===== config.mk =====
export PLATFORM = sky130hd
export DESIGN_NAME = cpu_mc
export DESIGN_NICKNAME = d
export VERILOG_FILES = /design/src/rtl/cpu_mc_pkg.sv /design/src/rtl/cpu_mc_regfile.sv /design/src/rtl/cpu_mc.sv
export SDC_FILE = /design/constraint.sdc
export NUM_CORES = 1
export LEC_CHECK = 0
export ABC_CLOCK_PERIOD_IN_PS = 5800
export BUFFER_PORTS_ARGS = -buffer_cell sky130_fd_sc_hd__buf_4
export CORE_MARGIN = 5
export CORE_UTILIZATION = 60
export CTS_CLUSTER_SIZE = 16
export DETAILED_ROUTE_END_ITERATION = 10
export GPL_TIMING_DRIVEN = 0
export PLACE_DENSITY = 0.82
export SLEW_MARGIN = 20
export SYNTH_ARGS = -nofsm -noshare
export SYNTH_HDL_FRONTEND = slang
export SYNTH_HIERARCHICAL = 1
export SYNTH_SLANG_ARGS = --single-unit

===== constraint.sdc =====
create_clock -name clk -period 5.8 [get_ports clk]
set_input_delay 1.16 -clock clk [delete_from_list [all_inputs] [get_ports clk]]
set_output_delay 1.16 -clock clk [all_outputs]
set_load 0.005 [all_outputs]

===== src/rtl/cpu_mc_pkg.sv =====
// Shared encodings for the multi-cycle CPU: instruction modes, ARITH sub-ops
// and the controller state enumeration.
package cpu_mc_pkg;

    localparam logic [1:0] MODE_JUMP  = 2'b00;
    localparam logic [1:0] MODE_LOAD  = 2'b01;
    localparam logic [1:0] MODE_STORE = 2'b10;
    localparam logic [1:0] MODE_ARITH = 2'b11;

    localparam logic [1:0] OP_NOP  = 2'b00;
    localparam logic [1:0] OP_ADD  = 2'b01;
    localparam logic [1:0] OP_SUB  = 2'b10;
    localparam logic [1:0] OP_HALT = 2'b11;

    typedef enum logic [1:0] {
        ST_FETCH = 2'b00,
        ST_EXEC  = 2'b01,
        ST_MEM   = 2'b10,
        ST_HALT  = 2'b11
    } state_t;

endpackage


===== src/rtl/cpu_mc_regfile.sv =====
// General-purpose register file: 2^RB entries of DW bits, two combinational
// read ports and one synchronous write port cleared by synchronous reset.
module cpu_mc_regfile #(
    parameter int DW = 8,
    parameter int RB = 2
) (
    input  logic          clk,
    input  logic          rst,
    input  logic          we,
    input  logic [RB-1:0] waddr,
    input  logic [DW-1:0] wdata,
    input  logic [RB-1:0] raddr_a,
    output logic [DW-1:0] rdata_a,
    input  logic [RB-1:0] raddr_b,
    output logic [DW-1:0] rdata_b
);

    localparam int NREG = 2 ** RB;

    logic [DW-1:0] regs_r [NREG];

    assign rdata_a = regs_r[raddr_a];
    assign rdata_b = regs_r[raddr_b];

    // Register storage: reset clears every entry, otherwise one write per cycle.
    always_ff @(posedge clk) begin
        if (rst) begin
            for (int i = 0; i < NREG; i++) begin
                regs_r[i] <= {DW{1'b0}};
            end
        end else if (we) begin
            regs_r[waddr] <= wdata;
        end
    end

endmodule


===== src/rtl/cpu_mc.sv =====
// Multi-cycle CPU core: FETCH / EXEC / MEM / HALT controller with handshaked
// instruction and data memory ports.
module cpu_mc
    import cpu_mc_pkg::*;
#(
    parameter int DW = 8,
    parameter int AW = 8,
    parameter int RB = 2
) (
    input  logic              clk,
    input  logic              areset,
    output logic              imem_req,
    output logic [AW-1:0]     imem_addr,
    input  logic              imem_ready,
    input  logic [2+3*RB-1:0] imem_data,
    output logic              dmem_req,
    output logic              dmem_we,
    output logic [DW-1:0]     dmem_addr,
    output logic [DW-1:0]     dmem_wdata,
    input  logic              dmem_ready,
    input  logic [DW-1:0]     dmem_rdata,
    output logic [DW-1:0]     tb_data,
    output logic              retire,
    output logic              halted
);

    localparam int IW = 2 + 3 * RB;
    localparam int JW = IW - 2;

    state_t        state_r;
    logic [AW-1:0] pc_r;
    logic [IW-1:0] ir_r;
    logic [DW-1:0] dmem_addr_r;
    logic [DW-1:0] dmem_wdata_r;
    logic          dmem_we_r;
    logic [DW-1:0] tb_data_r;
    logic          retire_r;
    logic          halted_r;

    logic [1:0]           mode_s;
    logic [RB-1:0]        f1_s;
    logic [RB-1:0]        f2_s;
    logic [RB-1:0]        f3_s;
    logic [1:0]           op_s;
    logic signed [JW-1:0] jump_off_s;
    logic signed [RB-1:0] mem_off_s;
    logic [RB-1:0]        rd_b_idx_s;
    logic [DW-1:0]        rd_a_s;
    logic [DW-1:0]        rd_b_s;
    logic                 rf_we_s;
    logic [RB-1:0]        rf_waddr_s;
    logic [DW-1:0]        rf_wdata_s;

    assign mode_s     = ir_r[IW-1 -: 2];
    assign f1_s       = ir_r[3*RB-1 -: RB];
    assign f2_s       = ir_r[2*RB-1 -: RB];
    assign f3_s       = ir_r[RB-1:0];
    assign op_s       = f1_s[1:0];
    assign jump_off_s = ir_r[JW-1:0];
    assign mem_off_s  = f3_s;

    // A store reads its data register through port B; everything else reads F3 there.
    assign rd_b_idx_s = (mode_s == MODE_STORE) ? f1_s : f3_s;

    assign imem_req   = (state_r == ST_FETCH) && !areset;
    assign imem_addr  = pc_r;
    assign dmem_req   = (state_r == ST_MEM) && !areset;
    assign dmem_we    = dmem_we_r;
    assign dmem_addr  = dmem_addr_r;
    assign dmem_wdata = dmem_wdata_r;
    assign tb_data    = tb_data_r;
    assign retire     = retire_r;
    assign halted     = halted_r;

    cpu_mc_regfile #(
        .DW(DW),
        .RB(RB)
    ) u_regfile (
        .clk     (clk),
        .rst     (areset),
        .we      (rf_we_s),
        .waddr   (rf_waddr_s),
        .wdata   (rf_wdata_s),
        .raddr_a (f2_s),
        .rdata_a (rd_a_s),
        .raddr_b (rd_b_idx_s),
        .rdata_b (rd_b_s)
    );

    // Register write selection: ARITH results in EXEC, load data on the accepting MEM cycle.
    always_comb begin
        rf_we_s    = 1'b0;
        rf_waddr_s = f2_s;
        rf_wdata_s = rd_a_s;
        if ((state_r == ST_EXEC) && (mode_s == MODE_ARITH) &&
            ((op_s == OP_ADD) || (op_s == OP_SUB))) begin
            rf_we_s    = 1'b1;
            rf_waddr_s = f2_s;
            rf_wdata_s = (op_s == OP_SUB) ? (rd_a_s - rd_b_s) : (rd_a_s + rd_b_s);
        end else if ((state_r == ST_MEM) && dmem_ready && !dmem_we_r) begin
            rf_we_s    = 1'b1;
            rf_waddr_s = f1_s;
            rf_wdata_s = dmem_rdata;
        end else begin
            rf_we_s    = 1'b0;
            rf_waddr_s = f2_s;
            rf_wdata_s = rd_a_s;
        end
    end

    // Controller: sequences the instruction phases and owns all registered outputs.
    always_ff @(posedge clk) begin
        if (areset) begin
            state_r      <= ST_FETCH;
            pc_r         <= {AW{1'b0}};
            ir_r         <= {IW{1'b0}};
            dmem_addr_r  <= {DW{1'b0}};
            dmem_wdata_r <= {DW{1'b0}};
            dmem_we_r    <= 1'b0;
            tb_data_r    <= {DW{1'b0}};
            retire_r     <= 1'b0;
            halted_r     <= 1'b0;
        end else begin
            retire_r <= 1'b0;
            case (state_r)
                ST_FETCH: begin
                    if (imem_ready) begin
                        ir_r    <= imem_data;
                        state_r <= ST_EXEC;
                    end
                end
                ST_EXEC: begin
                    case (mode_s)
                        MODE_JUMP: begin
                            pc_r     <= pc_r + AW'(jump_off_s);
                            retire_r <= 1'b1;
                            state_r  <= ST_FETCH;
                        end
                        MODE_LOAD, MODE_STORE: begin
                            // Address and data are frozen here so they stay stable while MEM waits.
                            dmem_addr_r  <= rd_a_s + DW'(mem_off_s);
                            dmem_wdata_r <= rd_b_s;
                            dmem_we_r    <= (mode_s == MODE_STORE);
                            state_r      <= ST_MEM;
                        end
                        MODE_ARITH: begin
                            retire_r <= 1'b1;
                            if (op_s == OP_HALT) begin
                                halted_r <= 1'b1;
                                state_r  <= ST_HALT;
                            end else begin
                                pc_r    <= pc_r + AW'(1'b1);
                                state_r <= ST_FETCH;
                            end
                        end
                        default: state_r <= ST_FETCH;
                    endcase
                end
                ST_MEM: begin
                    if (dmem_ready) begin
                        if (!dmem_we_r) begin
                            tb_data_r <= dmem_rdata;
                        end
                        pc_r     <= pc_r + AW'(1'b1);
                        retire_r <= 1'b1;
                        state_r  <= ST_FETCH;
                    end
                end
                ST_HALT: state_r <= ST_HALT;
                default: state_r <= ST_FETCH;
            endcase
        end
    end

endmodule


==> tab_implementation.tex, run 1 <==
\begin{tabular}{lr}
\hline
Metric & Value \\
\hline
\multicolumn{2}{l}{\textbf{Outcome}} \\
Outcome & complete, no violations \\
\multicolumn{2}{l}{\textbf{Clocking}} \\
PostCTS Resize Cnt & 0 \\
Number of CTS-inserted buffers & 9 \\
Post-CTS setup buffer count & 0 \\
Clock sinks & 77 \\
Clock transition time at the flip-flop clock pins of the worst setup and hold paths & about 0.09 ns \\
Insertion delay to the later sink of the worst-skew pair & between 0.3 and 0.4 ns \\
Maximum buffer depth of the clock tree & 2 \\
\# H-tree levels & 3 \\
Buffer type at the clock tree root & sky130\_fd\_sc\_hd\_\_clkbuf\_8 \\
CTS tree & done \\
Number of hold buffers added after cts & 0 \\
\multicolumn{2}{l}{\textbf{Global route}} \\
Largest net degree at the start of global routing & 16 \\
First-pass GRT wire length & $\sim$20000 um \\
Number of global-route vias before repair & roughly 4000 \\
Total grt overflow & 0 \\
GRT Overall Usage & 25.1\% \\
Number of antenna violations at the first check in global routing & 0 \\
\multicolumn{2}{l}{\textbf{Logic synthesis}} \\
Top cell type by total area after synthesis & sky130\_fd\_sc\_hd\_\_edfxtp\_1 \\
Number of warnings printed during yosys synthesis & 6 \\
Fraction of synthesis flops using an asynchronous set or reset pin & 0\% \\
Number of synthesized flops with an enable pin & 32 \\
Avg Inst Size Synth & between 9 and 10 um2 \\
Post-Synthesis Cells & around 530 \\
Synth top area share & just under 20\% \\
Area contributors post-synth & sky130\_fd\_sc\_hd\_\_edfxtp\_1 19\%, sky130\_fd\_sc\_hd\_\_dfxtp\_1 18\%, sky130\_fd\_sc\_hd\_\_ha\_1 8.6\% \\
Share of the yosys chip area belonging to registers & 37.7\% \\
Syn nets & 584 \\
Post-synth top flop & sky130\_fd\_sc\_hd\_\_dfxtp\_1 \\
Count of cell types in the netlist & 59 \\
Seq cells post-synth & between 70 and 80 \\
Post-synthesis instance area & $\sim$0.005 mm2 \\
\multicolumn{2}{l}{\textbf{STA}} \\
Final setup vio count & 0 \\
Worst clock skew on the final layout & 0.0139 ns \\
Period utilization & $\sim$70\% \\
Setup Total Neg Slack & 0 ns \\
Timing-limited maximum frequency & 244 MHz \\
Max Transition Viols Final & 0 \\
Max-slew headroom & 47.3\% \\
Unrepaired setup endpoints after global routing & false \\
Fin Hold WS & 0.459 ns \\
Worst Max-Slew Pin Slew & between 0.7 and 0.8 ns \\
Tmin final & approximately 4.1 ns \\
Final-report hold violation count & 0 \\
\multicolumn{2}{l}{\textbf{Final layout}} \\
Count of inserted antenna diode cells & 0 \\
Finished Layout Cells & around 700 \\
Leading cell types in the layout, fill and taps excluded & 76 x sky130\_fd\_sc\_hd\_\_nand2\_1, 56 x sky130\_fd\_sc\_hd\_\_buf\_4, 49 x sky130\_fd\_sc\_hd\_\_a21oi\_1 \\
Most common cell after layout, fill and taps aside & sky130\_fd\_sc\_hd\_\_nand2\_1 \\
Number of nets in the layout & between 600 and 700 \\
Final Core Density & 70.2\% \\
Area overhead of the layout relative to synthesis & 15.2\% \\
Fraction of layout cells with a size suffix above 1 & just under 20\% \\
\multicolumn{2}{l}{\textbf{Setup path}} \\
Critical path class & reg2reg \\
Source of the worst register-to-register timing path & ir\_r[6]\$\_SDFFE\_PP0P\_ \\
Largest delay contributor family on the critical path & multiplexers \\
Worst Setup End Kind & register \\
Max incr delay on CP & slightly below 0.6 ns \\
Cell type with the highest occurrence count on the critical path & sky130\_fd\_sc\_hd\_\_ha\_1 \\
Standard cell with the maximum stage delay on the critical path & sky130\_fd\_sc\_hd\_\_mux4\_2 \\
Bufs and invs on worst path & 3 \\
Critical register-to-register path endpoint & u\_regfile/regs\_r[0][5]\$\_SDFFCE\_PN0P\_ \\
Worst EP required & approximately 6.0 ns \\
R2r setup slk & around 1.7 ns \\
Cell-by-cell listing of the critical path & inv\_1 -> ha\_1 -> mux2\_2 -> buf\_6 -> mux4\_2 -> inv\_1 -> ha\_1 -> mux2i\_1 -> ha\_1 -> nor2b\_1 -> o2111a\_1 -> a211oi\_1 -> xor2\_1 -> a21boi\_0 -> and2\_2 \\
WP data arrival & roughly 4.3 ns \\
Type of element launching the critical path & register \\
Depth of the worst register-to-register path & 15 \\
Highest fanout seen on the critical path & 8 \\
\multicolumn{2}{l}{\textbf{Placement}} \\
Final weighted congestion in routability-driven placement & about 0.9 \\
Number of placed instances with taps included & just under 700 \\
Input/output buffers & 55 \\
HPWL after detailed placement & 9310 um \\
\multicolumn{2}{l}{\textbf{Floorplan}} \\
Starting Density & between 60\% and 70\% \\
Die X & 101 um \\
DIE AREA & approximately 0.01 mm2 \\
I/O pin count & 57 \\
Floorplan die height & 101 um \\
Count of standard-cell rows & 33 \\
Core Box Area & between 0.008 and 0.009 mm2 \\
\multicolumn{2}{l}{\textbf{Route}} \\
Wirelength, routed & $\sim$12000 um \\
Detailed router's first-iteration violation count & roughly 230 \\
Vias per cell & 5.93 \\
Via Count & $\sim$4200 \\
Detailed-router iteration count before antenna repair & 5 \\
Drc violations & 0 \\
Remaining number of nets flagged by the antenna check after routing & 0 \\
Per-cell routed wire length & roughly 17 um \\
\multicolumn{2}{l}{\textbf{Pwr}} \\
Switching power of the nets & 0.432 mW \\
Power density normalized to cell area & 241 mW/mm2 \\
Peak ir drop on the vdd network & $\sim$0.00021 V \\
Combinational group share of total power & between 20\% and 30\% \\
Internal power & around 0.94 mW \\
Clock network power share & approximately a third \\
Sequential cell fraction of total power & between 40 and 50\% \\
Switching part of the total power & 31.5\% \\
Leak pwr & $\sim$2.3 nW \\
\multicolumn{2}{l}{\textbf{Hold path}} \\
HP Class & reg2reg \\
Worst Hold Path EP & tb\_data[4]\$\_SDFFE\_PP0P\_ \\
Number of cells traversed by the worst hold path & 2 \\
Hold path startpoint & tb\_data[4]\$\_SDFFE\_PP0P\_ \\
\multicolumn{2}{l}{\textbf{Job}} \\
MaxCap Viol Count & 0 \\
\hline
\end{tabular}
layout make-up:
cell class                      count  area, um2
Fill cell                         650       2410
Sequential cell                    77       1860
Clock inverter                      7       80.1
Buffer                             24        116
Tap cell                          105        131
Multi-Input combinational cell    401       2860
Clock buffer                        9        124
Inverter                           25       93.8
Timing Repair Buffer               55        413
synth_stat cells (all sizes together) (2+ instances only):
master and count:
nand2 76, a21oi 49, dfxtp 45, and2 34
ha 34, edfxtp 32, inv 25, nor2 25
nand3 21, o21ai 18, mux4 16, clkbuf 14
xnor2 14, a31oi 12, buf 10, a211oi 8
nor3 8, and3 7, or3 7, a21o 5
nor2b 5, nor4 5, o21a 5, a31o 4
o21bai 4, fa 3, mux2 3, nand2b 3
nor4b 3, or2 3, xor2 3, a41oi 2
and4bb 2, mux2i 2, nand3b 2, nand4b 2
nor3b 2
flip-flops by register name, summed over array words and instances, names as in the netlist, 2 cells and up:
| register | cells |
|---|---|
| state_r | 2 |
| dmem_wdata | 8 |
| imem_addr | 8 |
| ir_r | 8 |
| u_regfile/regs_r | 32 |
| tb_data | 8 |
| dmem_addr | 8 |
power by group through the flow:
| stage | registers (mW) | clock network (mW) | logic, mW |
|---|---|---|---|
| floorplan | 0.613 | 0 | 0.243 |
| global placement | 0.619 | 0 | 0.315 |
| detailed placement | 0.622 | 0 | 0.324 |
| CTS | 0.609 | 0.440 | 0.326 |
| global route | 0.613 | 0.467 | 0.365 |
| finish | 0.610 | 0.432 | 0.330 |
metrics by stage:
step / setup WS (ns) / total power, mW / area (um2)
CTS: 1.68 / 1.38 / 5680
detailed placement: 1.69 / 0.946 / 5480
global placement: 1.83 / 0.934 / 5480
finish: 1.70 / 1.37 / 5680
global route: 1.38 / 1.44 / 5680
floorplan: 2.14 / 0.857 / 4930
kinds of logic (layout without fill, tap and decap cells):
group / Yosys count / count (layout) / share of synthesized area, %
mux: 21 / 21 / 8.40
xor+xnor: 17 / 17 / 3.02
simple gates: 209 / 209 / 22.1
buf+inv: 49 / 120 / 4.26
fa+ha+maj: 37 / 37 / 9.84
compound gates: 117 / 117 / 14.6
flops: 77 / 77 / 37.7
worst reg2reg max path: stages (launching register included):
cell,delay [ns]
sky130_fd_sc_hd__dfxtp_1,0.39
sky130_fd_sc_hd__inv_1,0.10
sky130_fd_sc_hd__ha_1,0.25
sky130_fd_sc_hd__mux2_2,0.25
sky130_fd_sc_hd__buf_6,0.16
sky130_fd_sc_hd__mux4_2,0.58
sky130_fd_sc_hd__inv_1,0.09
sky130_fd_sc_hd__ha_1,0.22
sky130_fd_sc_hd__mux2i_1,0.24
sky130_fd_sc_hd__ha_1,0.28
sky130_fd_sc_hd__nor2b_1,0.14
sky130_fd_sc_hd__o2111a_1,0.24
sky130_fd_sc_hd__a211oi_1,0.25
sky130_fd_sc_hd__xor2_1,0.10
sky130_fd_sc_hd__a21boi_0,0.43
sky130_fd_sc_hd__and2_2,0.25
worst max-delay path by stage:
| stage | start | end | slack (ns) | cells past startpoint |
|---|---|---|---|---|
| final | ir_r[6]$_SDFFE_PP0P_ | u_regfile/regs_r[0][5]$_SDFFCE_PN0P_ | 1.70 | 15 |
| after global routing | ir_r[1]$_SDFFE_PP0P_ | u_regfile/regs_r[0][5]$_SDFFCE_PN0P_ | 1.38 | 14 |
| after CTS | ir_r[6]$_SDFFE_PP0P_ | u_regfile/regs_r[0][5]$_SDFFCE_PN0P_ | 1.68 | 15 |
| after detailed placement | ir_r[6]$_SDFFE_PP0P_ | u_regfile/regs_r[0][5]$_SDFFCE_PN0P_ | 1.69 | 15 |
| after global placement | ir_r[6]$_SDFFE_PP0P_ | u_regfile/regs_r[0][7]$_SDFFCE_PN0P_ | 1.83 | 15 |
| after floorplan | ir_r[6]$_SDFFE_PP0P_ | u_regfile/regs_r[0][7]$_SDFFCE_PN0P_ | 2.14 | 15 |
layer usage:
| layer | wire length (um) | GRT usage (%) |
|---|---|---|
| met1 | 5150 | 31.8 |
| met3 | 666 | 5.05 |
| met5 | 0 | 0 |
| met2 | 5990 | 42.4 |
| met4 | 222 | 8.81 |
No activity file was read; power rests on OpenSTA's default activity.
==> run 2, diff against run 1 <==
--- a/config.mk
+++ b/config.mk
@@ -5,14 +5,14 @@
 export SDC_FILE = /design/constraint.sdc
 export NUM_CORES = 1
 export LEC_CHECK = 0
-export ABC_CLOCK_PERIOD_IN_PS = 5800
+export ABC_CLOCK_PERIOD_IN_PS = 3380
 export BUFFER_PORTS_ARGS = -buffer_cell sky130_fd_sc_hd__buf_4
 export CORE_MARGIN = 5
-export CORE_UTILIZATION = 60
+export CORE_UTILIZATION = 53
 export CTS_CLUSTER_SIZE = 16
 export DETAILED_ROUTE_END_ITERATION = 10
 export GPL_TIMING_DRIVEN = 0
-export PLACE_DENSITY = 0.82
+export PLACE_DENSITY = 0.76
 export SLEW_MARGIN = 20
 export SYNTH_ARGS = -nofsm -noshare
 export SYNTH_HDL_FRONTEND = slang
==> constraint.sdc (replaced) <==
create_clock -name clk -period 3.38 [get_ports clk]
set_input_delay 0.676 -clock clk [delete_from_list [all_inputs] [get_ports clk]]
set_output_delay 0.676 -clock clk [all_outputs]
set_load 0.005 [all_outputs]
==> tab_implementation.tex, run 2 (synthesized netlist as in run 1, its figures left out) <==
\begin{tabular}{lr}
\hline
Metric & Value \\
\hline
\multicolumn{2}{l}{\textbf{Outcome}} \\
Outcome & complete, but fails checks (was complete, no violations) \\
Violations in the final reports & setup timing \\
\multicolumn{2}{l}{\textbf{STA}} \\
Final-report hold violation count & 0 (unchanged) \\
Period utilization & 109\% (was 70.7\%) \\
Setup Total Neg Slack & -3.34 ns (was 0 ns) \\
Worst clock skew on the final layout & 0.0220 ns (was 0.0139 ns) \\
Fin Hold WS & 0.457 ns (was 0.459 ns) \\
Final setup vio count & 16 (was 0) \\
Max Transition Viols Final & 0 (unchanged) \\
Worst Max-Slew Pin Slew & 0.735 ns (was 0.788 ns) \\
Unrepaired setup endpoints after global routing & true (was false) \\
Timing-limited maximum frequency & 272 MHz (was 244 MHz) \\
Max-slew headroom & 50.9\% (was 47.3\%) \\
Tmin final & 3.68 ns (was 4.10 ns) \\
Smallest setup slack after layout & -0.300 ns (was 1.70 ns) \\
\multicolumn{2}{l}{\textbf{Pwr}} \\
Leak pwr & 2.37 nW (was 2.28 nW) \\
Peak ir drop on the vdd network & 0.000287 V (was 0.000209 V) \\
Power Total & 2.42 mW (was 1.37 mW) \\
Power density normalized to cell area & 408 mW/mm2 (was 241 mW/mm2) \\
\multicolumn{2}{l}{\textbf{Placement}} \\
Input/output buffers & 55 (unchanged) \\
HPWL after detailed placement & 9460 um (was 9310 um) \\
Final weighted congestion in routability-driven placement & 0.958 (was 0.891) \\
Number of placed instances with taps included & 693 (was 687) \\
\multicolumn{2}{l}{\textbf{Global route}} \\
Largest net degree at the start of global routing & 17 (was 16) \\
Number of antenna violations at the first check in global routing & 0 (unchanged) \\
GRT Overall Usage & 22.3\% (was 25.1\%) \\
Number of global-route vias before repair & 4072 (was 4031) \\
First-pass GRT wire length & 20200 um (was 19900 um) \\
Total grt overflow & 0 (unchanged) \\
\multicolumn{2}{l}{\textbf{Clocking}} \\
CTS tree & done (unchanged) \\
Buffer type at the clock tree root & sky130\_fd\_sc\_hd\_\_clkbuf\_8 (unchanged) \\
Clock transition time at the flip-flop clock pins of the worst setup and hold paths & 0.10 ns (was 0.09 ns) \\
Insertion delay to the later sink of the worst-skew pair & 0.38 ns (about the same) \\
Number of hold buffers added after cts & 0 (unchanged) \\
\# H-tree levels & 3 (unchanged) \\
Number of CTS-inserted buffers & 9 (unchanged) \\
Clock sinks & 77 (unchanged) \\
Maximum buffer depth of the clock tree & 2 (unchanged) \\
\multicolumn{2}{l}{\textbf{Route}} \\
Detailed router's first-iteration violation count & 234 (unchanged) \\
Remaining number of nets flagged by the antenna check after routing & 0 (unchanged) \\
Via Count & 4345 (was 4168) \\
Wirelength, routed & 12700 um (was 12000 um) \\
Detailed-router iteration count before antenna repair & 5 (unchanged) \\
Per-cell routed wire length & 17.6 um (was 17.1 um) \\
Drc violations & 0 (unchanged) \\
Vias per cell & 6.01 (was 5.93) \\
\multicolumn{2}{l}{\textbf{Final layout}} \\
Max FFs per register & 32 (unchanged) \\
Fraction of layout cells with a size suffix above 1 & 26.5\% (was 19.9\%) \\
Finished Layout Cells & 723 (was 703) \\
Leading cell types in the layout, fill and taps excluded & 76 x sky130\_fd\_sc\_hd\_\_nand2\_1, 71 x sky130\_fd\_sc\_hd\_\_buf\_4, 49 x sky130\_fd\_sc\_hd\_\_a21oi\_1 (was 76 x sky130\_fd\_sc\_hd\_\_nand2\_1, 56 x sky130\_fd\_sc\_hd\_\_buf\_4, 49 x sky130\_fd\_sc\_hd\_\_a21oi\_1) \\
Most common cell after layout, fill and taps aside & sky130\_fd\_sc\_hd\_\_nand2\_1 (unchanged) \\
Count of inserted antenna diode cells & 0 (unchanged) \\
Register containing the most flip-flops in the final layout & u\_regfile/regs\_r (unchanged) \\
Area overhead of the layout relative to synthesis & 20.3\% (was 15.2\%) \\
Number of nets in the layout & 664 (was 650) \\
\multicolumn{2}{l}{\textbf{Setup path}} \\
Launching element of the worst setup path & ir\_r[1]\$\_SDFFE\_PP0P\_ (was ir\_r[6]\$\_SDFFE\_PP0P\_) \\
Critical register-to-register path endpoint & u\_regfile/regs\_r[0][7]\$\_SDFFCE\_PN0P\_ (was u\_regfile/regs\_r[0][5]\$\_SDFFCE\_PN0P\_) \\
Type of element launching the critical path & register (unchanged) \\
Highest fanout seen on the critical path & 10 (was 8) \\
Worst EP required & 3.50 ns (was 6.04 ns) \\
Source of the worst register-to-register timing path & ir\_r[1]\$\_SDFFE\_PP0P\_ (was ir\_r[6]\$\_SDFFE\_PP0P\_) \\
Critical Path End & u\_regfile/regs\_r[0][7]\$\_SDFFCE\_PN0P\_ (was u\_regfile/regs\_r[0][5]\$\_SDFFCE\_PN0P\_) \\
Depth of the worst register-to-register path & 15 (unchanged) \\
Worst Setup End Kind & register (unchanged) \\
R2r setup slk & -0.30 ns (was 1.70 ns) \\
Critical path class & reg2reg (unchanged) \\
WP data arrival & 3.80 ns (was 4.34 ns) \\
\multicolumn{2}{l}{\textbf{Hold path}} \\
Number of cells traversed by the worst hold path & 2 (unchanged) \\
HP Class & reg2reg (unchanged) \\
\multicolumn{2}{l}{\textbf{Floorplan}} \\
Floorplan die height & 106 um (was 101 um) \\
DIE AREA & 0.0113 mm2 (was 0.0101 mm2) \\
Starting Density & 53.9\% (was 60.9\%) \\
Die X & 106 um (was 101 um) \\
I/O pin count & 57 (unchanged) \\
Count of standard-cell rows & 35 (was 33) \\
Core Box Area & 0.00915 mm2 (was 0.00809 mm2) \\
\multicolumn{2}{l}{\textbf{Job}} \\
MaxCap Viol Count & 0 (unchanged) \\
\hline
\end{tabular}
==> run 2: cell types whose count changed in the layout (fill, tap and decap cells not counted), sizes merged <==
cell	previous run	this run
bufinv	1	0
buf	65	79
inv	29	30
==> run 2: worst max-delay path, stage by stage, from the launching register on <==
cell and delay, ns:
sky130_fd_sc_hd__dfxtp_4 0.44, sky130_fd_sc_hd__inv_1 0.14, sky130_fd_sc_hd__o21ai_1 0.22, sky130_fd_sc_hd__clkbuf_4 0.24
sky130_fd_sc_hd__mux4_2 0.42, sky130_fd_sc_hd__inv_2 0.10, sky130_fd_sc_hd__ha_4 0.15, sky130_fd_sc_hd__nor2_1 0.06
sky130_fd_sc_hd__xnor2_1 0.23, sky130_fd_sc_hd__ha_1 0.27, sky130_fd_sc_hd__a21o_1 0.17, sky130_fd_sc_hd__nand2_1 0.07
sky130_fd_sc_hd__nor3b_4 0.16, sky130_fd_sc_hd__or3_4 0.36, sky130_fd_sc_hd__a31o_4 0.26, sky130_fd_sc_hd__and2_4 0.14
==> run 2: layout make-up <==
cell class              count  area, um2
clock inverters             7       61.3
clock buffers               9        124
plain buffers              23        108
multi-input cells         401       3010
well taps                 111        139
flip-flops and latches     77       1870
fillers                   713       3220
repair buffers             70        526
inverters                  25       93.8
==> run 2: how the worst min path moves through the flow <==
stage | end | from
CTS | dmem_addr[4]$_SDFFE_PP0P_ | dmem_addr[4]$_SDFFE_PP0P_
floorplan | dmem_addr[3]$_SDFFE_PP0P_ | dmem_addr[3]$_SDFFE_PP0P_
detailed placement | dmem_addr[4]$_SDFFE_PP0P_ | dmem_addr[4]$_SDFFE_PP0P_
global route | dmem_wdata[5]$_SDFFE_PP0P_ | dmem_wdata[5]$_SDFFE_PP0P_
global placement | dmem_addr[3]$_SDFFE_PP0P_ | dmem_addr[3]$_SDFFE_PP0P_
finish | dmem_addr[4]$_SDFFE_PP0P_ | dmem_addr[4]$_SDFFE_PP0P_
==> run 2: metal layers <==
metal / vias up / track usage [%] / wire [um]
met5: - / 0 / 0
met3: 34 / 3.89 / 852
li1: 2057 / - / -
met2: 176 / 37.1 / 6250
met1: 2078 / 28.9 / 5300
met4: 0 / 8.77 / 328
==> run 2: through the flow <==
step	cell area (um2)	worst slack [ns]	util (%)
2_1_floorplan	4980	-0.145	-
6_report	5930	-0.300	64.8
3_3_place_gp	5530	-0.594	60.4
4_1_cts	5830	-0.300	63.7
3_5_place_dp	5530	-0.647	60.4
5_1_grt	5930	-0.444	64.8
==> run 2: power by group <==
group          switching (mW)  internal, mW
registers              0.0422          1.00
logic                   0.361         0.324
clock network           0.410         0.282
total                   0.813          1.61
==> run 2: repair_timing <==
item	in CTS	in global routing
setup endpoints to repair	28	28
setup buffers	7	8
pin swaps	10	15
resized for setup	17	14
==> run 3, diff against run 2 <==
--- a/config.mk
+++ b/config.mk
@@ -5,14 +5,14 @@
 export SDC_FILE = /design/constraint.sdc
 export NUM_CORES = 1
 export LEC_CHECK = 0
-export ABC_CLOCK_PERIOD_IN_PS = 3380
+export ABC_CLOCK_PERIOD_IN_PS = 3800
 export BUFFER_PORTS_ARGS = -buffer_cell sky130_fd_sc_hd__buf_4
 export CORE_MARGIN = 5
-export CORE_UTILIZATION = 53
+export CORE_UTILIZATION = 59
 export CTS_CLUSTER_SIZE = 16
 export DETAILED_ROUTE_END_ITERATION = 10
 export GPL_TIMING_DRIVEN = 0
-export PLACE_DENSITY = 0.76
+export PLACE_DENSITY = 0.8
 export SLEW_MARGIN = 20
 export SYNTH_ARGS = -nofsm -noshare
 export SYNTH_HDL_FRONTEND = slang
==> constraint.sdc (replaced) <==
create_clock -name clk -period 3.8 [get_ports clk]
set_input_delay 0.76 -clock clk [delete_from_list [all_inputs] [get_ports clk]]
set_output_delay 0.76 -clock clk [all_outputs]
set_load 0.005 [all_outputs]
==> tab_implementation.tex, run 3 (synthesized netlist as in run 1, its figures left out) <==
\begin{tabular}{lr}
\hline
Metric & Value \\
\hline
\multicolumn{2}{l}{\textbf{Clocking}} \\
Buffer type at the clock tree root & sky130\_fd\_sc\_hd\_\_clkbuf\_8 (unchanged) \\
Maximum buffer depth of the clock tree & 2 (unchanged) \\
Insertion delay to the later sink of the worst-skew pair & 0.38 ns (about the same) \\
Clock transition time at the flip-flop clock pins of the worst setup and hold paths & 0.09 ns (was 0.10 ns) \\
CTS tree & done (unchanged) \\
Clock sinks & 77 (unchanged) \\
Number of CTS-inserted buffers & 9 (unchanged) \\
\# H-tree levels & 3 (unchanged) \\
\multicolumn{2}{l}{\textbf{Setup path}} \\
Depth of the worst register-to-register path & 14 (was 15) \\
WP data arrival & 3.86 ns (was 3.80 ns) \\
Highest fanout seen on the critical path & 7 (was 10) \\
R2r setup slk & 0.08 ns (was -0.30 ns) \\
Critical path class & reg2reg (unchanged) \\
Source of the worst register-to-register timing path & ir\_r[6]\$\_SDFFE\_PP0P\_ (was ir\_r[1]\$\_SDFFE\_PP0P\_) \\
Worst EP required & 3.93 ns (was 3.50 ns) \\
Worst Setup End Kind & register (unchanged) \\
Type of element launching the critical path & register (unchanged) \\
Critical register-to-register path endpoint & u\_regfile/regs\_r[1][7]\$\_SDFFCE\_PN0P\_ (was u\_regfile/regs\_r[0][7]\$\_SDFFCE\_PN0P\_) \\
\multicolumn{2}{l}{\textbf{Final layout}} \\
Count of inserted antenna diode cells & 0 (unchanged) \\
Register containing the most flip-flops in the final layout & u\_regfile/regs\_r (unchanged) \\
Cell area after layout & 0.00591 mm2 (was 0.00593 mm2) \\
Area overhead of the layout relative to synthesis & 19.9\% (was 20.3\%) \\
Leading cell types in the layout, fill and taps excluded & 76 x sky130\_fd\_sc\_hd\_\_nand2\_1, 69 x sky130\_fd\_sc\_hd\_\_buf\_4, 48 x sky130\_fd\_sc\_hd\_\_a21oi\_1 (was 76 x sky130\_fd\_sc\_hd\_\_nand2\_1, 71 x sky130\_fd\_sc\_hd\_\_buf\_4, 49 x sky130\_fd\_sc\_hd\_\_a21oi\_1) \\
Most common cell after layout, fill and taps aside & sky130\_fd\_sc\_hd\_\_nand2\_1 (unchanged) \\
Finished Layout Cells & 714 (was 723) \\
Final Core Density & 72.3\% (was 64.8\%) \\
Number of nets in the layout & 661 (was 664) \\
Max FFs per register & 32 (unchanged) \\
Fraction of layout cells with a size suffix above 1 & 25.1\% (was 26.5\%) \\
\multicolumn{2}{l}{\textbf{Floorplan}} \\
Die X & 101 um (was 106 um) \\
Core Box Area & 0.00818 mm2 (was 0.00915 mm2) \\
Floorplan die height & 101 um (was 106 um) \\
DIE AREA & 0.0103 mm2 (was 0.0113 mm2) \\
I/O pin count & 57 (unchanged) \\
Count of standard-cell rows & 33 (was 35) \\
Starting Density & 60.3\% (was 53.9\%) \\
\multicolumn{2}{l}{\textbf{Job}} \\
MaxCap Viol Count & 0 (unchanged) \\
\multicolumn{2}{l}{\textbf{Global route}} \\
GRT Overall Usage & 25.3\% (was 22.3\%) \\
First-pass GRT wire length & 20400 um (was 20200 um) \\
Number of global-route vias before repair & 4190 (was 4072) \\
Number of antenna violations at the first check in global routing & 0 (unchanged) \\
Largest net degree at the start of global routing & 17 (unchanged) \\
Total grt overflow & 0 (unchanged) \\
\multicolumn{2}{l}{\textbf{Placement}} \\
Input/output buffers & 55 (unchanged) \\
Cell area reported after detailed placement & 0.00548 mm2 (was 0.00553 mm2) \\
HPWL after detailed placement & 9220 um (was 9460 um) \\
Number of placed instances with taps included & 687 (was 693) \\
Final weighted congestion in routability-driven placement & 0.891 (was 0.958) \\
\multicolumn{2}{l}{\textbf{STA}} \\
Worst Max-Slew Pin Slew & 0.804 ns (was 0.735 ns) \\
Final setup vio count & 0 (was 16) \\
Unrepaired setup endpoints after global routing & true (unchanged) \\
Max Transition Viols Final & 0 (unchanged) \\
Timing-limited maximum frequency & 269 MHz (was 272 MHz) \\
Worst clock skew on the final layout & 0.0127 ns (was 0.0220 ns) \\
Tmin final & 3.72 ns (was 3.68 ns) \\
Period utilization & 98.0\% (was 109\%) \\
Max-slew headroom & 46.3\% (was 50.9\%) \\
Final-report hold violation count & 0 (unchanged) \\
\multicolumn{2}{l}{\textbf{Route}} \\
Drc violations & 0 (unchanged) \\
Via Count & 4420 (was 4345) \\
Remaining number of nets flagged by the antenna check after routing & 0 (unchanged) \\
Vias per cell & 6.19 (was 6.01) \\
Wirelength, routed & 12900 um (was 12700 um) \\
Detailed router's first-iteration violation count & 389 (was 234) \\
Detailed-router iteration count before antenna repair & 5 (unchanged) \\
Per-cell routed wire length & 18.0 um (was 17.6 um) \\
\multicolumn{2}{l}{\textbf{Pwr}} \\
Peak ir drop on the vdd network & 0.000268 V (was 0.000287 V) \\
Power Total & 2.20 mW (was 2.42 mW) \\
Leak pwr & 2.37 nW (about the same) \\
Power density normalized to cell area & 373 mW/mm2 (was 408 mW/mm2) \\
\multicolumn{2}{l}{\textbf{Hold path}} \\
Number of cells traversed by the worst hold path & 2 (unchanged) \\
Hold path startpoint & dmem\_wdata[7]\$\_SDFFE\_PP0P\_ (was dmem\_addr[4]\$\_SDFFE\_PP0P\_) \\
HP Class & reg2reg (unchanged) \\
Worst Hold Path EP & dmem\_wdata[7]\$\_SDFFE\_PP0P\_ (was dmem\_addr[4]\$\_SDFFE\_PP0P\_) \\
\multicolumn{2}{l}{\textbf{Outcome}} \\
Outcome & complete, no violations (was complete, but fails checks) \\
\hline
\end{tabular}
==> run 3: changes by cell type in the layout (fill, tap and decap cells not counted), moves of 2 or more <==
cell | before | now
sky130_fd_sc_hd__nor2_1 | 23 | 25
sky130_fd_sc_hd__nor2_2 | 2 | 0
sky130_fd_sc_hd__buf_4 | 71 | 69
sky130_fd_sc_hd__ha_2 | 2 | 0
sky130_fd_sc_hd__ha_1 | 30 | 32
sky130_fd_sc_hd__clkinvlp_4 | 2 | 0
==> run 3: through the flow <==
| stage | hold slack [ns] | worst slack (ns) | TNS, ns |
|---|---|---|---|
| after floorplan | 0.448 | 0.135 | 0 |
| after global placement | 0.443 | -0.215 | -1.43 |
| after detailed placement | 0.451 | -0.286 | -1.92 |
| after CTS | 0.464 | 0.00500 | 0 |
| after global routing | 0.484 | -0.0513 | -0.230 |
| final | 0.460 | 0.0756 | 0 |
==> run 3: how the worst max path moves through the flow <==
stage	start	endpoint	cells past startpoint
floorplan	ir_r[6]$_SDFFE_PP0P_	u_regfile/regs_r[0][7]$_SDFFCE_PN0P_	15
global placement	ir_r[1]$_SDFFE_PP0P_	u_regfile/regs_r[0][7]$_SDFFCE_PN0P_	14
detailed placement	ir_r[6]$_SDFFE_PP0P_	u_regfile/regs_r[0][5]$_SDFFCE_PN0P_	15
CTS	ir_r[6]$_SDFFE_PP0P_	u_regfile/regs_r[0][7]$_SDFFCE_PN0P_	15
global route	ir_r[6]$_SDFFE_PP0P_	u_regfile/regs_r[3][7]$_DFFE_PP_	15
finish	ir_r[6]$_SDFFE_PP0P_	u_regfile/regs_r[1][7]$_SDFFCE_PN0P_	14
==> run 3: worst max-delay path, cell delays in order, from the launching register on <==
cell                      delay [ns]
sky130_fd_sc_hd__dfxtp_2        0.35
sky130_fd_sc_hd__inv_2          0.05
sky130_fd_sc_hd__ha_4           0.16
sky130_fd_sc_hd__mux2_4         0.37
sky130_fd_sc_hd__mux4_2         0.53
sky130_fd_sc_hd__nor3_4         0.26
sky130_fd_sc_hd__nor2_1         0.08
sky130_fd_sc_hd__xnor2_1        0.15
sky130_fd_sc_hd__ha_1           0.36
sky130_fd_sc_hd__a21o_1         0.16
sky130_fd_sc_hd__nand2_1        0.06
sky130_fd_sc_hd__nor3b_2        0.17
sky130_fd_sc_hd__or3_4          0.39
sky130_fd_sc_hd__a31o_4         0.27
sky130_fd_sc_hd__and2_1         0.13
==> run 3: per-layer routing <==
layer	vias to the layer above	part of all wire, %	global-route usage [%]
li1	2060	-	-
met1	2126	40	33.1
met2	202	49	42.4
met3	32	8.5	3.99
met4	0	2.6	9.71
met5	-	0	0
==> run 3: final cells by class <==
type	instances	area, um2
fillers	597	2260
flip-flops and latches	77	1870
inverters	25	93.8
well taps	105	131
clock buffers	9	124
multi-input cells	401	3000
clock inverters	7	87.6
repair buffers	67	503
plain buffers	23	108
==> run 3: power by group <==
group	switching (mW)	total, mW	internal (mW)
logic	0.317	0.592	0.275
clock network	0.360	0.680	0.321
registers	0.0378	0.930	0.893
==> run 3: timing repair <==
item	4_1_cts	5_1_grt
gates resized for setup	22	16
endpoints found under the setup margin	13	16
hold buffers	0	0
pin swaps	12	11
setup buffers	8	4
